File: src/rtl/adq_adc_responder.sv
// adq_adc_responder: cycle-level stand-in for a sampling ADC with a
// chip-select / start / read handshake and a fixed conversion time.
// Ports: clk, rst (async, active-high), cs, sc, rc, ain[DATA_W] in;
//        eoc, busy, dout[DATA_W], dout_valid, ovr, busy_err out.
//        Every output comes straight from a flop.
module adq_adc_responder #(
   parameter int DATA_W      = 8,
   parameter int CONV_CYCLES = 16
) (
   input  logic              clk,
   input  logic              rst,
   input  logic              cs,
   input  logic              sc,
   input  logic              rc,
   input  logic [DATA_W-1:0] ain,
   output logic              eoc,
   output logic              busy,
   output logic [DATA_W-1:0] dout,
   output logic              dout_valid,
   output logic              ovr,
   output logic              busy_err
);
   typedef enum logic [2:0] {
      IDLE, SAMPLE, CONVERT, DONE, READ
   } state_t;

   localparam logic [7:0] CNT_LOAD = 8'(CONV_CYCLES - 1);

   state_t            state;
   state_t            nxt;
   logic [7:0]        cnt;
   logic              sc_q;
   logic              armed;
   logic              start_req;
   logic              rd_req;
   logic [DATA_W-1:0] sample;
   logic [DATA_W-1:0] result;

   // armed stays low after reset until sc has been seen low, so a start
   // line held high through reset release is not mistaken for an edge.
   assign start_req = cs & sc & ~sc_q & armed;
   assign rd_req    = cs & rc;

   always_comb begin
      nxt = state;
      unique case (state)
         IDLE:    if (start_req) nxt = SAMPLE;
         SAMPLE:  nxt = CONVERT;
         CONVERT: if (cnt == 8'd0) nxt = DONE;
         DONE: begin
            if (start_req)   nxt = SAMPLE;
            else if (rd_req) nxt = READ;
         end
         READ:    nxt = IDLE;
         default: nxt = IDLE;
      endcase
   end

   // Status outputs are decoded from the next state so they line up
   // with the state register instead of lagging it by a cycle.
   always_ff @(posedge clk or posedge rst) begin
      if (rst) begin
         state      <= IDLE;
         cnt        <= 8'd0;
         sc_q       <= 1'b0;
         armed      <= 1'b0;
         sample     <= '0;
         result     <= '0;
         eoc        <= 1'b0;
         busy       <= 1'b0;
         dout       <= '0;
         dout_valid <= 1'b0;
         ovr        <= 1'b0;
         busy_err   <= 1'b0;
      end else begin
         state      <= nxt;
         sc_q       <= sc;
         armed      <= armed | ~sc;
         eoc        <= (nxt == DONE);
         busy       <= (nxt == SAMPLE) || (nxt == CONVERT);
         dout_valid <= (nxt == READ);
         dout       <= (nxt == READ) ? result : '0;
         busy_err   <= start_req &&
                       (state == SAMPLE || state == CONVERT ||
                        state == READ);

         if (state == SAMPLE) begin
            sample <= ain;
            cnt    <= CNT_LOAD;
         end

         if (state == CONVERT) begin
            if (cnt == 8'd0) result <= sample;
            else             cnt    <= cnt - 8'd1;
         end

         if (state == DONE && start_req) ovr <= 1'b1;
         else if (state == READ)         ovr <= 1'b0;
      end
   end

endmodule

File: config.mk
export PLATFORM = sky130hd
export DESIGN_NAME = adq_adc_responder
export DESIGN_NICKNAME = d
export VERILOG_FILES = /design/src/rtl/adq_adc_responder.sv
export SDC_FILE = /design/constraint.sdc
export NUM_CORES = 1
export LEC_CHECK = 0
export ABC_AREA = 1
export CAP_MARGIN = 20
export CORE_ASPECT_RATIO = 1.75
export CORE_MARGIN = 1.5
export CORE_UTILIZATION = 57
export DETAILED_ROUTE_END_ITERATION = 16
export GPL_TIMING_DRIVEN = 0
export HOLD_SLACK_MARGIN = 0.03
export PLACE_DENSITY_LB_ADDON = 0.08
export REMOVE_ABC_BUFFERS = 1
export SLEW_MARGIN = 20
export SYNTH_ARGS = -nofsm -noshare
export SYNTH_HDL_FRONTEND = slang
export SYNTH_SLANG_ARGS = --single-unit
File: constraint.sdc
create_clock -name clk -period 3.5 [get_ports clk]
set_clock_uncertainty 0.2 [all_clocks]
set_input_delay 0.7 -clock clk [delete_from_list [all_inputs] [get_ports clk]]
set_output_delay 0.7 -clock clk [all_outputs]
set_load 0.005 [all_outputs]
==> out/qor.csv <==
metric;value;unit
status;complete, no violations;
synth_ff_type;dfrtp_1;
ctsHoldBuffers;0;
async_reset_ff_share;100;%
clkTransAtPathRegs;0.08;ns
wl_per_cell;12.2;microns
max_freq;490;MHz
max-clock-path-buffers;2;
cts_resized;0;
dieWidth;45.0;microns
critPathSlowestCell;clkdlybuf4s50_1;
cts_tree;done;
crit_chain;clkdlybuf4s50_1;
synth.top_cells.by_area;dfrtp_1 60%, nand2_1 13%, inv_1 6.8%, nor2_1 6.0%, o21ai_0 3.7%;
fp-row-count;26;
wirelength;3240;microns
synth-simple-area-share;26.0;%
drc;0;
synth_top_family_by_area;simple AND/OR/NAND/NOR gates;
gp_congestion;0.806;
period_share;58.3;%
hpwlAfterDp;2430;microns
cts_setup_buffers;0;
hold_viol_final;0;
firstDrtPassIters;4;
initial_utilization;60.2;%
reg2reg_from;cnt[0];
synthXorXnorAreaFrac;0.994;%
synth_top_area_share;59.7;%
synthAdderAreaFrac;0.710;%
slew_viol_final;0;
track_usage;22.1;%
mappedNetlistArea;1760;sq um
num_vias;1343;
nNetsFinal;250;
critPathArrivalTime;1.14;ns
synth_most_common_cell;nand2_1;
synth_warnings;0;
synth-compound-area-share;4.26;%
ys_ff_latch;42;
post-route-min-period;2.04;ns
clock_latency;0.29;ns
grt_max_degree;32;
max_cap_violations;0;
critPathRequiredTime;2.60;ns
setup_viol;0;
cp_top_family;buffers and inverters;
muxShareOfSynthArea;0;%
die-area;3450;sq um
grt_setup_unrepaired;false;
synth_edf_count;0;
syn_area_per_cell;8.59;sq um
vias_per_cell;5.07;
finalPower;1.56;mW
synth_seq_area_share;59.7;%
worstSetupEndpointType;output port;
crit_path_start_kind;register;
hold_end;armed;
h-tree-depth;2;
nFillCells;233;
path_class;register to output port;
worst-slew-pin-transition;0.525;ns
cts-root-buf;clkbuf_8;
antenna_found_initial;0;
final_layout_size_suffix_gt1_share;8.44;%
tns;0;ns
r2r_setup_slack;1.70;ns
grt_pass1_wl;5570;microns
maxSlewHeadroom;64.9;%
die_y;76.5;microns
drt_iter0_drc;26;
synth_top_area_cell;dfrtp_1;
boundaryPins;26;
numCtsBuffers;5;
cts.sinks;42;
hold_depth;2;
ys_types;18;
yosys-top-cells-count;62 x nand2_1, 42 x dfrtp_1, 32 x inv_1;
max_stage_delay;0.51;ns
portBuffers;25;
power_density;728;nW/um^2
multi_input_area;563;sq um
grt-ovfl-total;0;
critical_path_buf_inv_count;1;
hold_path_class;register to register;
rr_worst_depth;9;
peakVddDrop;557;uV
p_leak;1.13;nW
cp_max_fo;1;
core;2930;sq um
grt_pass1_vias;1361;
ff_latch_area;1050;sq um
r2r-end;cnt[2];
synthCells;205;
hp-start;armed;
num_antenna_cells;0;
area_growth;21.6;%
ant_nets;0;
layer usage:
metal	track usage, %	share of wire (%)	vias to the layer above	wire (microns)
met5	0	0	-	0
met1	22.6	39	641	1260
met4	12.6	2.6	0	83
li1	-	-	673	-
met3	4.98	2.7	8	86
met2	38.4	56	21	1810
metrics by stage:
step | worst slack (ns) | cell area, sq um | std cells | utilization, % | hold slack, ns
2_1_floorplan | 1.63 | 1750 | 203 | - | 0.214
3_3_place_gp | 0.861 | 2030 | 256 | 69.4 | 0.226
3_5_place_dp | 1.35 | 2050 | 257 | 70.0 | 0.236
4_1_cts | 1.44 | 2140 | 265 | 73.2 | 0.254
5_1_grt | 1.42 | 2140 | 265 | 73.2 | 0.263
6_report | 1.46 | 2140 | 265 | 73.2 | 0.248
sequential cells by signal (all words and copies together), names as in the netlist:
| name | flops |
|---|---|
| result | 8 |
| dout_valid | 1 |
| busy_err | 1 |
| state | 3 |
| eoc | 1 |
| sample | 8 |
| cnt | 8 |
| sc_q | 1 |
| ovr | 1 |
| armed | 1 |
| busy | 1 |
| dout | 8 |
power breakdown:
group	internal (mW)	total [mW]	switching, mW
clock	0.159	0.314	0.155
sequential	0.643	0.726	0.0827
combinational	0.195	0.521	0.326
total	0.997	1.56	0.563
how the worst max path moves through the flow:
stage	depth (start not counted)	to	start	slack, ns
finish	1	dout[7]	dout[7]	1.46
global route	1	ovr	ovr	1.42
detailed placement	9	busy	sc	1.35
CTS	1	dout[7]	dout[7]	1.44
global placement	2	result[0]	rst	0.86
floorplan	1	armed	rst	1.63
layout by cell type (no fill, tap or decap):
cell / count
buf_12: 1
o21ai_0: 13
nand2_1: 62
clkinv_2: 1
clkbuf_8: 6
nor2_4: 2
nor2_1: 28
xor2_1: 2
nor2b_1: 1
nor2_2: 1
clkdlybuf4s50_1: 25
ha_1: 1
nand4_1: 1
clkbuf_1: 1
inv_1: 31
o21ai_1: 2
nand3_2: 2
nand3_1: 8
dfrtp_1: 42
inv_2: 4
nand2_2: 3
cells by family after synthesis:
kind of cell,count (synthesis)
xor+xnor,2
simple gates,108
buf+inv,37
flops,42
fa+ha+maj,1
compound gates,15
final cells by class:
cell class / count / area share, %
flip-flops and latches: 42 / 49.1
multi-input cells: 126 / 26.3
repair buffers: 26 / 12.6
inverters: 35 / 6.13
clock buffers: 7 / 4.03
well taps: 28 / 1.64
clock inverters: 1 / 0.234
Note: power is estimated with default switching activity, not from simulation.
